===== src/rtl/reg_file_pkg.sv =====
// reg_file_pkg
// Shared widths for the architectural register file and its read ports.
// These are the core-wide constants (register index, data, and ROB index
// widths) that the register file, decoder and reorder buffer all agree on.
// Contents:
//   REG_IDX_WIDTH  - bits in an architectural register index (x0..x31)
//   DATA_WIDTH     - bits in a register value
//   ROB_IDX_WIDTH  - bits in a reorder buffer entry index (rename tag)
//   ROB_IDX_SIZE   - number of reorder buffer entries
//   is_zero_reg()  - true for x0, which is hardwired to zero
package reg_file_pkg;

    localparam int REG_IDX_WIDTH = 5;
    localparam int DATA_WIDTH    = 32;
    localparam int ROB_IDX_WIDTH = 4;
    localparam int ROB_IDX_SIZE  = 1 << ROB_IDX_WIDTH;

    // x0 never holds state, never becomes busy, and always reads as zero.
    function automatic logic is_zero_reg(input logic [REG_IDX_WIDTH-1:0] idx);
        return (idx == '0);
    endfunction

endpackage


===== src/rtl/reg_file_read_port.sv =====
// rf_read_port
// One combinational read port of the register file. The top level selects
// the stored entry for the requested index; this block applies the x0 rule
// and the commit bypass, so a source operand whose producer is retiring in
// this very cycle is handed the committed value instead of a stale tag.
// Ports:
//   idx             in   source register index
//   reg_busy        in   stored busy bit of that register
//   reg_tag         in   stored rename tag of that register
//   reg_val         in   stored value of that register
//   commit_en       in   commit strobe from the ROB
//   commit_rob_idx  in   ROB index of the committing entry
//   commit_dest     in   destination register of the committing entry
//   commit_val      in   value being committed
//   busy            out  register still awaits an uncommitted producer
//   dep             out  producer ROB index (meaningful when busy)
//   val             out  register value (meaningful when not busy)
module rf_read_port
    import reg_file_pkg::*;
(
    input  logic [REG_IDX_WIDTH-1:0] idx,
    input  logic                     reg_busy,
    input  logic [ROB_IDX_WIDTH-1:0] reg_tag,
    input  logic [DATA_WIDTH-1:0]    reg_val,
    input  logic                     commit_en,
    input  logic [ROB_IDX_WIDTH-1:0] commit_rob_idx,
    input  logic [REG_IDX_WIDTH-1:0] commit_dest,
    input  logic [DATA_WIDTH-1:0]    commit_val,
    output logic                     busy,
    output logic [ROB_IDX_WIDTH-1:0] dep,
    output logic [DATA_WIDTH-1:0]    val
);

    logic commit_hit;

    // The bypass fires only when the committing entry is exactly the
    // producer this register is waiting on. A commit from an older, already
    // superseded producer must not make the register look ready.
    always_comb begin
        commit_hit = commit_en && (commit_dest == idx) && reg_busy
                     && (reg_tag == commit_rob_idx);
    end

    // x0 wins over everything; otherwise the bypass overrides storage.
    // A same-cycle rename is deliberately invisible here, so an instruction
    // reading and writing the same register sees the older producer.
    always_comb begin
        busy = reg_busy;
        dep  = reg_tag;
        val  = reg_val;
        if (is_zero_reg(idx)) begin
            busy = 1'b0;
            dep  = '0;
            val  = '0;
        end else if (commit_hit) begin
            busy = 1'b0;
            val  = commit_val;
        end
    end

endmodule


===== src/rtl/reg_file.sv =====
// reg_file
// Architectural register file with rename tags. Holds value, busy bit and
// producer tag for every register, takes committed results from the ROB,
// records new rename tags from the decoder, and serves two combinational
// source-operand read ports with commit bypass.
// Ports:
//   clk              in   system clock
//   rst_n_in         in   asynchronous active-low reset
//   rdy_in           in   global ready; state holds while low
//   roll_back_in     in   misprediction flush: clears every busy bit
//   de_rename_en     in   decoder issues an instruction with a destination
//   de_rd_in         in   destination register of that instruction
//   de_rob_idx_in    in   ROB entry allocated to that instruction
//   rs1_idx_in       in   source 1 register index
//   rs2_idx_in       in   source 2 register index
//   rs1/rs2_busy_out out  source awaits an uncommitted producer
//   rs1/rs2_dep_out  out  producer ROB index when busy
//   rs1/rs2_val_out  out  source value when not busy
//   rf_in_en         in   ROB commit strobe
//   rf_rob_idx_in    in   index of the committing ROB entry
//   rf_dest_in       in   committing destination register
//   rf_val_in        in   committed value
module reg_file
    import reg_file_pkg::*;
#(
    parameter int REG_NUM = 32
) (
    input  logic                     clk,
    input  logic                     rst_n_in,
    input  logic                     rdy_in,
    input  logic                     roll_back_in,
    input  logic                     de_rename_en,
    input  logic [REG_IDX_WIDTH-1:0] de_rd_in,
    input  logic [ROB_IDX_WIDTH-1:0] de_rob_idx_in,
    input  logic [REG_IDX_WIDTH-1:0] rs1_idx_in,
    input  logic [REG_IDX_WIDTH-1:0] rs2_idx_in,
    output logic                     rs1_busy_out,
    output logic                     rs2_busy_out,
    output logic [ROB_IDX_WIDTH-1:0] rs1_dep_out,
    output logic [ROB_IDX_WIDTH-1:0] rs2_dep_out,
    output logic [DATA_WIDTH-1:0]    rs1_val_out,
    output logic [DATA_WIDTH-1:0]    rs2_val_out,
    input  logic                     rf_in_en,
    input  logic [ROB_IDX_WIDTH-1:0] rf_rob_idx_in,
    input  logic [REG_IDX_WIDTH-1:0] rf_dest_in,
    input  logic [DATA_WIDTH-1:0]    rf_val_in
);

    logic [DATA_WIDTH-1:0]    val_q [REG_NUM];
    logic [ROB_IDX_WIDTH-1:0] tag_q [REG_NUM];
    logic [REG_NUM-1:0]       busy_q;

    logic commit_valid;
    logic rename_valid;
    logic commit_clears;

    // A rename is dropped during rollback: the instruction behind it is on
    // the flushed path. A commit keeps its right to clear busy only if it
    // is the current producer and no newer rename lands on the same
    // register in this cycle.
    always_comb begin
        commit_valid  = rf_in_en && !is_zero_reg(rf_dest_in);
        rename_valid  = de_rename_en && !is_zero_reg(de_rd_in) && !roll_back_in;
        commit_clears = (tag_q[rf_dest_in] == rf_rob_idx_in)
                        && !(rename_valid && (de_rd_in == rf_dest_in));
    end

    // State update. The order of the statements is the priority: commit
    // clear first, rollback wipes all busy bits, and a surviving rename
    // sets busy last. The committed value is written regardless of tags,
    // since commits retire in program order and the latest retired value
    // is the architectural one.
    always_ff @(posedge clk or negedge rst_n_in) begin
        if (!rst_n_in) begin
            for (int i = 0; i < REG_NUM; i++) begin
                val_q[i] <= '0;
                tag_q[i] <= '0;
            end
            busy_q <= '0;
        end else if (rdy_in) begin
            if (commit_valid) begin
                val_q[rf_dest_in] <= rf_val_in;
                if (commit_clears) begin
                    busy_q[rf_dest_in] <= 1'b0;
                end
            end
            if (roll_back_in) begin
                busy_q <= '0;
            end
            if (rename_valid) begin
                busy_q[de_rd_in] <= 1'b1;
                tag_q[de_rd_in]  <= de_rob_idx_in;
            end
        end
    end

    rf_read_port u_rs1_port (
        .idx            (rs1_idx_in),
        .reg_busy       (busy_q[rs1_idx_in]),
        .reg_tag        (tag_q[rs1_idx_in]),
        .reg_val        (val_q[rs1_idx_in]),
        .commit_en      (rf_in_en),
        .commit_rob_idx (rf_rob_idx_in),
        .commit_dest    (rf_dest_in),
        .commit_val     (rf_val_in),
        .busy           (rs1_busy_out),
        .dep            (rs1_dep_out),
        .val            (rs1_val_out)
    );

    rf_read_port u_rs2_port (
        .idx            (rs2_idx_in),
        .reg_busy       (busy_q[rs2_idx_in]),
        .reg_tag        (tag_q[rs2_idx_in]),
        .reg_val        (val_q[rs2_idx_in]),
        .commit_en      (rf_in_en),
        .commit_rob_idx (rf_rob_idx_in),
        .commit_dest    (rf_dest_in),
        .commit_val     (rf_val_in),
        .busy           (rs2_busy_out),
        .dep            (rs2_dep_out),
        .val            (rs2_val_out)
    );

endmodule


===== config.mk =====
export PLATFORM = sky130hd
export DESIGN_NAME = reg_file
export DESIGN_NICKNAME = d
export VERILOG_FILES = /design/src/rtl/reg_file_pkg.sv /design/src/rtl/reg_file_read_port.sv /design/src/rtl/reg_file.sv
export SDC_FILE = /design/constraint.sdc
export NUM_CORES = 2
export LEC_CHECK = 0
export BUFFER_PORTS_ARGS = -buffer_cell sky130_fd_sc_hd__buf_4
export CORE_MARGIN = 4
export CORE_UTILIZATION = 64
export DETAILED_ROUTE_END_ITERATION = 6
export GPL_ROUTABILITY_DRIVEN = 0
export GPL_TIMING_DRIVEN = 0
export PLACE_DENSITY = 0.82
export SYNTH_ARGS = -nofsm -noshare
export SYNTH_HDL_FRONTEND = slang
export SYNTH_SLANG_ARGS = --single-unit

===== constraint.sdc =====
create_clock -name clk -period 3.4 [get_ports clk]
set_input_delay 0.34 -clock clk [delete_from_list [all_inputs] [get_ports clk]]
set_output_delay 0.34 -clock clk [all_outputs]
set_load 0.02 [all_outputs]

# Word-level counts from Yosys, hierarchy flattened

Index checks and enable logic that the tools add are counted.

Register bits after elaboration: 1184
Bits of input ports: 66
Output and inout bits: 74

Order comparisons: 12
Eq/ne operators: 6
Muxes and demuxes: 44
Bitwise logic cells: 7
Reductions and logical operators: 25

Operators by type and width:

| cell                 | number |
|---|---|
| $bwmux W1024         | 1 |
| $mux W32             | 14 |
| $bmux W32 S5         | 2 |
| $demux W32 S5        | 1 |
| $bwmux W128          | 1 |
| $bmux W4 S5          | 3 |
| $mux W4              | 9 |
| $and A32 B32 Y32     | 1 |
| $not A32 Y32         | 1 |
| $or A32 B32 Y32      | 1 |
| $ge A6 B6 Y1 const B | 4 |
| $lt A5 B6 Y1 const B | 4 |
| $not A5 Y6           | 4 |
| $demux W4 S5         | 1 |
| $logic_not A5 Y1     | 4 |
| $eq A5 B5 Y1         | 3 |
| $logic_and A1 B1 Y1  | 15 |
| $eq A4 B4 Y1         | 3 |
| $lt A6 B1 Y1 const B | 2 |
| $bmux W1 S5          | 2 |
| $demux W1 S5         | 2 |
| $ge A5 B1 Y1 const B | 2 |
| $mux W1              | 8 |
| $logic_not A1 Y1     | 4 |
| $reduce_and A2 Y1    | 2 |

# Longest topological paths before layout

Depth in word-level cells: 13
Gate-level depth with buffers: 12

# Cells and area by module

Synthesis repeated with hierarchy kept, for this count alone.

Cells, all modules: 4145
Area, all modules: 65315.1 µm²

Modules (own cells, without submodules):

| module       | instances | cells an instance | area each (µm²) | seq. area each (µm²) |
|---|---|---|---|---|
| reg_file     | 1         | 3889              | 63731.1         | 29628.4 |
| rf_read_port | 2         | 128               | 792.0           | 0.0 |

# Worst setup path before layout

OpenSTA, ideal clock, no wires.

Path type: in2out
Start: in rs1_idx_in[2]
End: out rs1_val_out[0]
Data arrival time: 3088 ps
Path slack: -28 ps
Cell stages on the path: 10
Cells stage by stage: buf_2 > buf_2 > mux4_2 > a22o_1 > o21ai_0 > a21oi_1 > nand4b_2 > a2111oi_4 > buf_6 > mux2i_1

Cells in the longest elaborated chain, start to end: 8

Ends and longest elaborated chain:

| what                                       | RTL line                         | text |
|---|---|---|
| start, declared                            | reg_file.sv:35                   | `input logic [REG_IDX_WIDTH-1:0] rs1_idx_in,` |
| $not A5 Y6 (not written as such)           | reg_file.sv:100, reg_file.sv:101 |  |
| $bmux W4 S5                                | reg_file.sv:100                  | `.reg_tag (tag_q[rs1_idx_in]),` |
| $mux W4 (not written as such) (2 in a row) | reg_file.sv:100                  |  |
| $eq A4 B4 Y1                               | reg_file_read_port.sv:41         | `&& (reg_tag == commit_rob_idx);` |
| $logic_and A1 B1 Y1                        | reg_file_read_port.sv:41         |  |
| $mux W32                                   | reg_file_read_port.sv:55         | `end else if (commit_hit) begin` |
| $mux W32 (*)                               | reg_file_read_port.sv:51         | `if (is_zero_reg(idx)) begin` |
| end, declared                              | reg_file.sv:41                   | `output logic [DATA_WIDTH-1:0] rs1_val_out,` |

Every way passes the cells marked *; elsewhere a longest branch is shown, timed or not. The select of a mux whose other input is x is not followed.

# Worst setup path in the final report

Start: reg tag_q[113] (netlist bit)
End: out rs1_val_out[20]

Cells in the longest elaborated chain, start to end: 7

Ends and longest elaborated chain:

| what                                       | RTL line                 | text |
|---|---|---|
| start, declared                            | reg_file.sv:50           | `logic [ROB_IDX_WIDTH-1:0] tag_q [REG_NUM];` |
| start signal, assigned by index            | reg_file.sv:92           | `tag_q[de_rd_in] <= de_rob_idx_in;` |
| $bmux W4 S5                                | reg_file.sv:100          |  |
| $mux W4 (not written as such) (2 in a row) | reg_file.sv:100          |  |
| $eq A4 B4 Y1                               | reg_file_read_port.sv:41 |  |
| $logic_and A1 B1 Y1                        | reg_file_read_port.sv:41 |  |
| $mux W32                                   | reg_file_read_port.sv:55 |  |
| $mux W32                                   | reg_file_read_port.sv:51 |  |

No other way between the ends. The select of a mux whose other input is x is not followed.

==> impl_results.md <==
- Rows: approximately 120
- Yosys cell types: 57
- Leak pwr: ~0.033 uW
- Worst Setup SP: tag_q[113]
- Fin crit period: ~4.4 ns
- Initial Util: between 60% and 70%
- Hold slack: 0.0462 ns
- Final nets: 4,633
- # fillers: roughly 6k
- # H-tree levels: 3
- Largest net degree at the start of global routing: 165
- Number of global-route vias before repair: between 40k and 50k
- Wire per inst: 39.7 um
- Total CTS buffers: 121
- Global-route met3 utilization: between 20% and 30%
- Detailed-route via count: 47.4k
- Max-slew headroom: 0.792%
- Antenna violations before repair: 18
- IO Count: 140
- Mapped cell area: ~0.065 mm2
- Full die area: between 0.1 and 0.15 mm2
- Wirelength, routed: 240 mm
- Dpl ws: -1.77 ns
- Crit share post-route: 128%
- VDD IR-drop max: ~450 uV
- M2 GR Usage: between 60% and 70%
- DR DRC count: 55
- 1st-iter DRT viols: between 7k and 8k
- Endpoint type of the worst setup path: output port
- Top_reg_cell synth: dfrtp_1
- CP Class: flop to output port
- Share of layout cells above drive strength 1: around 55%
- Hold Crit Start: roll_back_in
- Worst skew pair latency: around 0.76 ns
- Register area: between 0.02 and 0.03 mm2
- DRT Pass-1 Iters: 7
- Multi-input gate area: between 0.03 and 0.04 mm2
- Die Span Y: approximately 330 um
- EDFF count, synth: 0
- Via density per instance: approximately 7.8
- Crit start category: flop
- Post-route ant nets: 0
- Worst min-delay path class: input pin to flop
- Clock sink count: ~1.2k
- Core Area: slightly above 0.1 mm2
- Commonest non-fill, non-tap cell in the layout: dfrtp_1
- CP Data Arrival Time: 4.02 ns
- Most frequent cells in the layout: 1,184 x dfrtp_1, 1,158 x mux2_2, 741 x mux4_2, 270 x clkbuf_1, 174 x nand2_1
- FMAX: 230 MHz
- Final slew viol count: 0
- Fin Setup TNS: -63.74 ns
- Yosys reg bits: between 1k and 1.5k
- Met1 usage: 54.2%
- Avg Cell Area, Syn: between 15 and 20 um2
- Worst R2R Start: tag_q[83]
- Failing checks: design-rule violations, max-capacitance violations, negative setup slack
- Grt ovf: 0
- Post-synthesis net count: around 4.3k
- Slew of the pin with the lowest slew margin: 1.48 ns
- RSZ-0062 raised after global routing: yes
- Async set-reset flop share out of synthesis: 100%
- Reg clk slew, reported paths: 0.07 ns
- Status: complete, but fails checks
- Area grow syn2layout: 14.8%
- Cells after Synth: roughly 4.2k
- Hold Fails Final Rpt: 0
- Final WS setup: -0.957 ns
- Largest fanout on the critical path: 5
- Max Buffers Root-to-Sink: 3
- Layout Skew: between 0.02 and 0.025 ns
- Maxcap violations: 1
- CTS root buf: clkbuf_16
- PwrDens: approximately 530 mW/mm2
- Die width: approximately 330 um
- Sequential area share after synthesis: about 45%
- Setup violations, final: around 180
- TritonCTS clock tree: yes
- Post-DP HPWL: 165 mm
- First-pass GRT wire length: 338 mm
- Synth warnings: 0
- Port bufs: about 130
- Total track usage: around 45%
- CP required: between 3 and 4 ns
- Total power: 39,600 uW
- GRT Max-Usage Layer: met2
[what timing repair did]
action,CTS,global route
hold buffers,37,0
resized for setup,453,79
setup endpoints to repair,88,217
setup buffers,35,21
pin swaps,8,7
gates cloned,3,2
hold endpoints to repair,218,0
[area by class of cell]
cell class | count | share of cell area (%)
multi-input combinational | 2545 | 46.1
sequential | 1184 | 39.4
clock buffer | 168 | 4.68
buffer | 483 | 3.42
timing repair buffer | 228 | 3.15
tap | 1368 | 2.28
clock inverter | 54 | 0.905
antenna | 13 | 0.0433
inverter | 4 | 0.0200
[metal layers]
metal	up-vias	share of wire (%)
li1	17122	-
met1	24298	32
met2	4614	42
met3	1343	16
met4	12	9.2
met5	-	0.095
[state kept, by name, summed over array words and instances, names as in the netlist]
name / flops
val_q: 1024
busy_q: 32
tag_q: 128
[power by group]
part           total [uW]  internal (uW)  switching [uW]
sequential          17200          15800            1410
combinational        8110           4230            3880
clock               14300           8250            6060
total               39600          28300           11400
[worst max-delay path, stage by stage (launching register included)]
cell and delay [ns]:
dfrtp_1 0.40, mux4_2 0.49, o21ai_2 0.20, a41oi_2 0.16, a2111oi_4 0.44, xnor2_2 0.18
a2111oi_4 0.35, buf_12 0.21, buf_12 0.15, buf_16 0.16, mux2i_4 0.34, buf_6 0.17
[kinds of logic after synthesis]
| group | share of synthesized area (%) |
|---|---|
| compound gates | 1.50 |
| xor+xnor | 0.295 |
| buf+inv | 3.05 |
| flops | 45.3 |
| mux | 47.1 |
| simple gates | 2.78 |
[final timing paths]
kind,to,slack (ns),cells past startpoint
hold reg to reg,val_q[1002],0.48,1
hold / removal,busy_q[7],0.05,4
min in group asynchronous,val_q[1007],0.16,2
setup / recovery,rs1_val_out[20],-0.96,11
setup reg to reg,busy_q[27],0.12,10
max in group asynchronous,tag_q[12],0.74,5
[synthesized netlist by cell type, types with 2 or more instances]
master / n / area share (%)
o211ai_1: 34 / 0.39
nand2_1: 174 / 1.0
inv_1: 3 / 0.017
a2bb2oi_1: 4 / 0.054
or3b_2: 2 / 0.027
a221oi_1: 3 / 0.040
mux4_2: 739 / 25
buf_6: 7 / 0.12
buf_2: 79 / 0.60
mux4_1: 2 / 0.080
a22o_1: 3 / 0.040
nor4_1: 17 / 0.16
or3_1: 4 / 0.038
a32oi_1: 9 / 0.12
buf_4: 5 / 0.057
o22ai_1: 4 / 0.038
nand4_1: 5 / 0.048
nand3_1: 21 / 0.16
nor3b_1: 9 / 0.10
and3_1: 8 / 0.077
mux2_2: 1158 / 20
o21ai_1: 2 / 0.015
or4_1: 2 / 0.023
a22oi_1: 21 / 0.24
dfrtp_1: 1184 / 45
nand2b_1: 36 / 0.34
and3b_1: 4 / 0.054
clkbuf_1: 322 / 1.8
xor2_1: 13 / 0.17
o21ai_0: 21 / 0.16
nor2b_1: 22 / 0.21
or2_2: 3 / 0.029
and2_1: 5 / 0.048
a21oi_1: 29 / 0.22
xnor2_1: 9 / 0.12
nor2_1: 44 / 0.25
nor3_1: 16 / 0.12
buf_1: 70 / 0.40
mux2i_1: 104 / 1.6
a21o_1: 2 / 0.023
[through the flow]
step	instances	area, um2	utilization (%)
global route	6036	75100	73.9
global placement	5712	68100	67.0
floorplan	4216	65400	-
finish	6047	75100	73.9
detailed placement	5722	68400	67.3
CTS	6018	74700	73.5
No activity file was read; power rests on OpenSTA's default activity.
